### config.mk
export PLATFORM = sky130hd
export DESIGN_NAME = inst_decode
export DESIGN_NICKNAME = d
export VERILOG_FILES = /design/src/rtl/decode_pkg.sv /design/src/rtl/reg_file32.sv /design/src/rtl/inst_decode.sv
export SDC_FILE = /design/constraint.sdc
export NUM_CORES = 2
export LEC_CHECK = 0
export CAP_MARGIN = 20
export CORE_MARGIN = 8
export CORE_UTILIZATION = 25
export DETAILED_ROUTE_END_ITERATION = 8
export GPL_ROUTABILITY_DRIVEN = 0
export GPL_TIMING_DRIVEN = 0
export PLACE_DENSITY_LB_ADDON = 0.08
export SYNTH_ARGS = -nofsm -noshare
export SYNTH_HDL_FRONTEND = slang
export SYNTH_SLANG_ARGS = --single-unit
### constraint.sdc
create_clock -name CLK -period 8.3 [get_ports CLK]
set_input_delay 1.66 -clock CLK [delete_from_list [all_inputs] [get_ports CLK]]
set_output_delay 1.66 -clock CLK [all_outputs]
set_load 0.01 [all_outputs]
### src/rtl/decode_pkg.sv
// Shared instruction encoding for the decode stage: opcodes, field positions,
// and immediate sign extension.
package decode_pkg;

    typedef enum logic [3:0] {
        OP_NOP  = 4'd0,
        OP_ADD  = 4'd1,
        OP_SUB  = 4'd2,
        OP_AND  = 4'd3,
        OP_OR   = 4'd4,
        OP_ADDI = 4'd5,
        OP_BEQ  = 4'd6,
        OP_BNE  = 4'd7,
        OP_JMP  = 4'd8
    } opcode_t;

    localparam int unsigned OP_MSB = 31;
    localparam int unsigned OP_LSB = 28;
    localparam int unsigned RD_MSB = 27;
    localparam int unsigned RD_LSB = 23;
    localparam int unsigned RS_MSB = 22;
    localparam int unsigned RS_LSB = 18;
    localparam int unsigned RT_MSB = 17;
    localparam int unsigned RT_LSB = 13;

    // Sign-extend the low w bits of inst to 32 bits.
    function automatic logic [31:0] sext_imm(input logic [31:0] inst, input int unsigned w);
        logic [31:0] shl;
        shl = inst << (32 - w);
        return 32'($signed(shl) >>> (32 - w));
    endfunction

endpackage

### src/rtl/reg_file32.sv
// General-purpose register file: two async read ports, one sync write port,
// r0 hardwired to zero, same-cycle write-to-read bypass.
module reg_file32 #(
    parameter int unsigned NREG = 32,
    parameter int unsigned AW   = $clog2(NREG)
) (
    input  logic          CLK,
    input  logic          RST,
    input  logic [AW-1:0] ra_addr,
    output logic [31:0]   ra_data,
    input  logic [AW-1:0] rb_addr,
    output logic [31:0]   rb_data,
    input  logic          we,
    input  logic [AW-1:0] waddr,
    input  logic [31:0]   wdata
);

    logic [31:0] mem [NREG];

    always_ff @(posedge CLK) begin
        if (RST) begin
            for (int unsigned i = 0; i < NREG; i++) begin
                mem[i[AW-1:0]] <= '0;
            end
        end else if (we && (waddr != '0)) begin
            mem[waddr] <= wdata;
        end
    end

    // r0 check comes first so a writeback aimed at r0 can never leak through.
    always_comb begin
        ra_data = mem[ra_addr];
        if (ra_addr == '0) begin
            ra_data = '0;
        end else if (we && (waddr == ra_addr)) begin
            ra_data = wdata;
        end
    end

    always_comb begin
        rb_data = mem[rb_addr];
        if (rb_addr == '0) begin
            rb_data = '0;
        end else if (we && (waddr == rb_addr)) begin
            rb_data = wdata;
        end
    end

endmodule

### src/rtl/inst_decode.sv
// Decode stage: IF/ID register, operand read with bypass, branch resolution
// back to the PC counter, and the registered ID/EX launch interface.
module inst_decode
    import decode_pkg::*;
#(
    parameter int unsigned NREG = 32,
    parameter int unsigned IMMW = 13
) (
    input  logic        CLK,
    input  logic        RST,
    input  logic [31:0] INST,
    input  logic        wb_en,
    input  logic [4:0]  wb_addr,
    input  logic [31:0] wb_data,
    output logic        BranchTrue,
    output logic [31:0] SrcB,
    output logic        ex_valid,
    output logic [3:0]  ex_op,
    output logic [31:0] ex_a,
    output logic [31:0] ex_b,
    output logic [4:0]  ex_rd,
    output logic        illegal
);

    logic [31:0] id_inst;
    logic        id_valid;
    logic [3:0]  op;
    logic [4:0]  rd;
    logic [4:0]  rs;
    logic [4:0]  rt;
    logic [31:0] imm;
    logic [31:0] rs_val;
    logic [31:0] rt_val;
    logic        is_branch;
    logic        is_alu;
    logic        is_undef;

    assign op  = id_inst[OP_MSB:OP_LSB];
    assign rd  = id_inst[RD_MSB:RD_LSB];
    assign rs  = id_inst[RS_MSB:RS_LSB];
    assign rt  = id_inst[RT_MSB:RT_LSB];
    assign imm = sext_imm(id_inst, IMMW);

    reg_file32 #(
        .NREG (NREG),
        .AW   (5)
    ) u_rf (
        .CLK     (CLK),
        .RST     (RST),
        .ra_addr (rs),
        .ra_data (rs_val),
        .rb_addr (rt),
        .rb_data (rt_val),
        .we      (wb_en),
        .waddr   (wb_addr),
        .wdata   (wb_data)
    );

    always_comb begin
        is_branch  = 1'b0;
        is_alu     = 1'b0;
        is_undef   = 1'b0;
        BranchTrue = 1'b0;
        case (op)
            OP_NOP:                                    ;
            OP_ADD, OP_SUB, OP_AND, OP_OR, OP_ADDI:    is_alu = 1'b1;
            OP_BEQ: begin
                is_branch  = 1'b1;
                BranchTrue = (rs_val == rt_val);
            end
            OP_BNE: begin
                is_branch  = 1'b1;
                BranchTrue = (rs_val != rt_val);
            end
            OP_JMP: begin
                is_branch  = 1'b1;
                BranchTrue = 1'b1;
            end
            default:                                   is_undef = 1'b1;
        endcase
        BranchTrue = BranchTrue & id_valid;
        SrcB       = (id_valid && is_branch) ? imm : '0;
    end

    // A taken branch means INST is the wrong-path fetch, so it enters as a bubble.
    always_ff @(posedge CLK) begin
        if (RST) begin
            id_inst  <= '0;
            id_valid <= 1'b0;
        end else begin
            id_inst  <= INST;
            id_valid <= ~BranchTrue;
        end
    end

    always_ff @(posedge CLK) begin
        if (RST) begin
            ex_valid <= 1'b0;
            ex_op    <= '0;
            ex_a     <= '0;
            ex_b     <= '0;
            ex_rd    <= '0;
        end else if (id_valid && is_alu) begin
            ex_valid <= 1'b1;
            ex_op    <= op;
            ex_a     <= rs_val;
            ex_b     <= (op == OP_ADDI) ? imm : rt_val;
            ex_rd    <= rd;
        end else begin
            ex_valid <= 1'b0;
        end
    end

    always_ff @(posedge CLK) begin
        if (RST) begin
            illegal <= 1'b0;
        end else if (id_valid && is_undef) begin
            illegal <= 1'b1;
        end
    end

endmodule

=== Yosys cells after proc, flatten, opt, wreduce, memory -nomap -nowiden ===
Memories as Yosys holds them, arrays and structs flattened. A register that Yosys moved wholly into a read port is not among the register bits.
Cells that the tools add are included.

* Reductions and logical operators: 14
* Bitwise logic cells: 2
* Eq/ne operators: 12
* Mux-type cells: 21

{| class="wikitable"
|+ Operators with widths
! kind !! count
|-
| $mux 32 || 7
|-
| $eq 32x32->1 || 1
|-
| $ne 32x32->1 || 1
|-
| $reduce_or 32->1 || 1
|-
| $eq 4x3->1 const B || 4
|-
| $mux 5 || 3
|-
| $eq 5x5->1 || 2
|-
| $logic_not 5->1 || 2
|-
| $mux 1 || 10
|-
| $reduce_or 9->1 || 1
|-
| $eq 4x2->1 const B || 2
|-
| $logic_and 1x1->1 || 6
|-
| $reduce_bool 5->1 || 1
|-
| $reduce_or 5->1 || 1
|-
| $eq 4x1->1 const B || 1
|-
| $eq 4x4->1 const B || 1
|-
| $logic_not 4->1 || 1
|-
| $pmux 1 s3 || 1
|-
| $reduce_or 3->1 || 1
|-
| $and 1x1->1 || 1
|-
| $not 1->1 || 1
|}

* Memories kept: 1
* Bits in writable memories: 1024
* Flip-flop bits (word level): 108
* Bits of input ports: 72

{| class="wikitable"
|+ Memory list
! memory !! words !! width !! read ports !! clocked after memory_dff !! wr ports !! RTL line !! text
|-
| u_rf.mem || 32 || 32 || 2 || 2 || 32 || reg_file32.sv:18 || <nowiki>logic [31:0] mem [NREG];</nowiki>
|}

=== Depth between registers and ports, before layout ===
* Depth after elaboration: 8
* Mapped depth: 17
* Depth with buffers taken out: 11

=== Hierarchy ===
A second synthesis with hierarchy kept.

* Cell total of the unflattened synthesis: 4223
* Area, all modules: 59208.0 µm²

{| class="wikitable"
|+ By module, submodules not included
! module !! times used !! cells an instance !! area an instance (µm²)
|-
| reg_file32 || 1 || 3740 || 54722.5
|-
| inst_decode || 1 || 483 || 4485.6
|}

=== Worst setup path before layout ===
Ideal clock, no wire load.

* Kind: input to output
* From: in wb_addr[2]
* To: out BranchTrue
* Path buffers: 2
* Path slack: 2466 ps
* Arrival: 4174 ps
* Stages on the path: 13
* Cell sequence: clkbuf_1 -> xnor2_1 -> nand4_1 -> or2_2 -> clkbuf_1 -> a31oi_4 -> nand3_1 -> or4b_1 -> o221a_2 -> nor4_2 -> nand4_1 -> mux2i_1 -> nand2_1

* Cells in the longest elaborated chain, start to end: 7
* Elaborated cells on any way between the ends: 12

{| class="wikitable"
|+ Ends and longest elaborated chain
! item !! RTL line !! text
|-
| from (decl) || inst_decode.sv:13 || <nowiki>input logic [4:0] wb_addr,</nowiki>
|-
| $eq 5x5->1, on equally long branches || reg_file32.sv:35, reg_file32.sv:44 ||
|-
| $logic_and 1x1->1, on equally long branches || reg_file32.sv:35, reg_file32.sv:44 ||
|-
| $mux 32, on equally long branches || reg_file32.sv:35, reg_file32.sv:44 ||
|-
| $mux 32, on equally long branches || reg_file32.sv:33, reg_file32.sv:42 ||
|-
| $ne 32x32->1 / $eq 32x32->1 (equally long branches) || inst_decode.sv:73, inst_decode.sv:69 ||
|-
| $pmux 1 s3 (*) || inst_decode.sv:64 || <nowiki>case (op)</nowiki>
|-
| $and 1x1->1 (*) || inst_decode.sv:81 || <nowiki>BranchTrue = BranchTrue & id_valid;</nowiki>
|-
| to (decl) || inst_decode.sv:15 || <nowiki>output logic BranchTrue,</nowiki>
|}

Every way passes the cells marked *; elsewhere a longest branch is shown, timed or not.

=== Final worst setup path ===
* From: reg id_inst[15]
* To: out BranchTrue

* Cells in the longest elaborated chain, start to end: 7
* Elaborated cells on any way between the ends: 9

{| class="wikitable"
|+ Ends and longest elaborated chain
! item !! RTL line !! text
|-
| from (decl) || inst_decode.sv:25 || <nowiki>logic [31:0] id_inst;</nowiki>
|-
| from (signal assigned) || inst_decode.sv:88 || <nowiki>id_inst <= '0;</nowiki>
|-
| from (signal assigned) || inst_decode.sv:91 || <nowiki>id_inst <= INST;</nowiki>
|-
| $eq 5x5->1 || reg_file32.sv:44 || <nowiki>end else if (we && (waddr == rb_addr)) begin</nowiki>
|-
| $logic_and 1x1->1 || reg_file32.sv:44 ||
|-
| $mux 32 || reg_file32.sv:44 ||
|-
| $mux 32 (*) || reg_file32.sv:42 || <nowiki>if (rb_addr == '0) begin</nowiki>
|-
| $ne 32x32->1 / $eq 32x32->1 (equally long branches) || inst_decode.sv:73, inst_decode.sv:69 ||
|-
| $pmux 1 s3 (*) || inst_decode.sv:64 ||
|-
| $and 1x1->1 (*) || inst_decode.sv:81 ||
|}

Marked as above.

==> impl_results.md <==
- Die area: 256000 um^2
- Clk Latency, worst-skew pair: 860 ps
- ANT nets after route: 0
- Ys flop type: edfxtp_1
- Outcome: finished, violations left
- Period utilization: 1.02
- Num CTS Buffers: 146
- Synth cell types: 81
- Hold Violations, Final: 0
- Antenna violations before repair: 64
- Number of synthesized register bits: 1132
- Crit. End Element: output port
- Port bufs: 176
- Die W: 506 um
- Reg2reg setup slack: 2700 ps
- Worst slew margin: 0.0748
- CTS max path bufs: 3
- HP Class: reg2reg
- First-pass GRT wire length: 514 mm
- Violated checks: DRC, setup timing
- Req. time, crit path: 6640 ps
- Layout cells sized above 1: 0.215
- Fin nets: 4964
- Hold_buf cts: 0
- Clock transition at path regs: 60 ps
- Design area: 73200 um^2
- Fin crit period: 8430 ps
- Residual DRC: 1
- Fillers: 24200
- Area after DPL: 67600 um^2
- Setup violations, final: 1
- WL/cell: 50.2 um
- Worst-path maximum fanout: 11
- Worst clock skew: 53.7 ps
- Synth area leader: edfxtp_1
- Vias: 48500
- Avg Vias per Cell: 5.90
- CP Launch Type: flop
- Power Dens Cells: 216 nW/um^2
- Largest net degree at the start of global routing: 30
- Pwr Total: 15.8 mW
- GRT Total Usage: 0.311
- Sequential area share after synthesis: 0.548
- Core Footprint: 240000 um^2
- Initial Util: 0.251
- Die height: 506 um
- H-tree depth reported by CTS: 4
- Warnings, synthesis: 0
- CP arrival: 6770 ps
- Max-cap violation count: 0
- Synth-to-layout area growth: 22.0%
- Ports: 180
- Largest cells by area after synthesis: edfxtp_1 51%, mux4_2 14%, and2_1 9.7%
- Post-Syn Area: 60000 um^2
- # rows: 180
- Max IR drop VDD: 0.231 mV
- Total global routing overflow: 0
- Maximum clock frequency: 119 MHz
- Post-synth EDFFs: 1024
- Syn_area_per_cell: 13.5 um^2
- Fin worst setup slack: -130 ps
- 1st-iter DRT viols: 8393
- Total leakage power: 24.2 nW
- Place WS: -1110 ps
- Total wire length: 413 mm
- Ys async rst share: 0
- 1st-pass router iterations: 9
- Clk sinks: 1132
- CTS tree: yes
- Root Buffer: clkbuf_16
- Worst Max-Slew Pin Slew: 1380 ps
- DP Wirelength: 298 mm
- Type of the worst setup path: reg2out
- Cells after Synth: 4434
- Final Slew Violations: 0
- Number of global-route vias before repair: 45200
- Share of the synthesized area in the top cell type: 0.512
[worst paths after layout]
kind,start,to,cells after the start
worst max-delay path,id_inst[15]$_SDFF_PP0_,BranchTrue,15
worst min-delay path,id_inst[25]$_SDFF_PP0_,ex_rd[2]$_SDFFE_PP0P_,2
worst max register to register,id_inst[15]$_SDFF_PP0_,id_valid$_SDFF_PP0_,14
worst min register to register,id_inst[25]$_SDFF_PP0_,ex_rd[2]$_SDFFE_PP0P_,2
[worst max-delay path, stage by stage (launching register included)]
cell and delay (ps):
dfxtp_1 340, buf_2 400, buf_2 590, buf_4 480, buf_4 550, mux4_2 390
mux2i_1 340, o21ai_0 400, a22oi_2 610, xnor2_1 180, nand4_1 160, nor4_2 190
nand4_1 370, mux2i_1 290, nand2_1 70, clkdlybuf4s50_1 510
[flip-flops by register name (all words and copies together) (netlist names)]
signal    cells
u_rf.mem   1024
ex_op         4
id_valid      1
ex_b         32
illegal       1
id_inst      32
ex_rd         5
ex_valid      1
ex_a         32
[layer usage]
| metal | GRT usage | up-vias | routed length (um) |
|---|---|---|---|
| li1 | - | 17800 | - |
| met2 | 0.440 | 3992 | 168000 |
| met3 | 0.113 | 1099 | 47500 |
| met4 | 0.230 | 10 | 38000 |
| met1 | 0.387 | 25700 | 160000 |
| met5 | 0.00413 | - | 343 |
[through the flow]
stage,util,cells,hold slack (ps),TNS [ps]
global placement,0.275,7826,436,-1930
finish,0.306,8233,443,-130
floorplan,-,4465,417,0
CTS,0.304,8185,447,0
detailed placement,0.282,7911,439,-1110
global route,0.305,8201,471,-27.6
[synthesized netlist by cell type (all sizes together) (16+ instances only)]
cell type,count
nor2b,56
mux4,397
a211oi,38
nand3,55
nor4,16
nor2,149
xnor2,21
nor3,136
edfxtp,1024
buf,174
o22ai,69
or2,35
clkbuf,300
dfxtp,108
and2,927
mux2,42
a2111oi,16
o221ai,27
a31oi,18
a21oi,118
nand2,141
mux2i,249
a22oi,71
o21ai,49
xor2,17
[layout by cell type, fill, tap and decap left out, types with 14 or more instances in the layout]
master           count
a211oi_1            36
a21oi_1            101
a22o_1              14
a22oi_1             59
a31oi_1             16
and2_1             926
buf_12              33
buf_16              21
buf_2               38
buf_4               91
buf_6               57
buf_8               31
clkbuf_1           297
clkbuf_16          151
clkbuf_2            31
clkdlybuf4s50_1    176
clkinv_1            42
clkinv_2            21
conb_1              32
dfxtp_1            108
diode_2             40
edfxtp_1          1024
mux2_2              42
mux2i_1            242
mux4_1              15
mux4_2             381
nand2_1            138
nand3_1             51
nor2_1             140
nor2b_1             53
nor3_1             131
o21ai_0             45
o221ai_1            24
o22ai_1             63
or2_4               23
xnor2_1             21
xor2_1              17
[layout make-up]
class / instances / area, um^2 / area share
inverter: 13 / 63.8 / 0.000871
tap: 3185 / 3990 / 0.0544
sequential: 1132 / 32900 / 0.449
clock inverter: 73 / 438 / 0.00598
antenna: 40 / 100 / 0.00137
buffer: 471 / 2620 / 0.0357
multi-input combinational: 2846 / 25600 / 0.349
clock buffer: 191 / 3960 / 0.0540
timing repair buffer: 282 / 3600 / 0.0491
[kinds of logic after synthesis]
family | Yosys count | share of synthesized area
muxes | 688 | 0.199
buffers and inverters | 487 | 0.0385
AOI/OAI and AO/OA | 504 | 0.0580
xor gates and xnor gates | 38 | 0.00554
DFF | 1132 | 0.548
and+or+nand+nor | 1584 | 0.150
other | 1 | 0.0000625
[where the power goes]
group          internal (mW)  switching (mW)  leakage [nW]
registers               6.53           0.193          10.6
clock network           3.39            2.80          2.14
logic                  0.889            2.01          11.5
[timing repair]
action                                  in CTS  in global routing
setup buffers                               13                  7
endpoints found under the setup margin       1                  1
cloned                                       0                  0
resized for setup                          199                 38
pin swaps                                    8                  3
No activity file was read; power rests on OpenSTA's default activity.
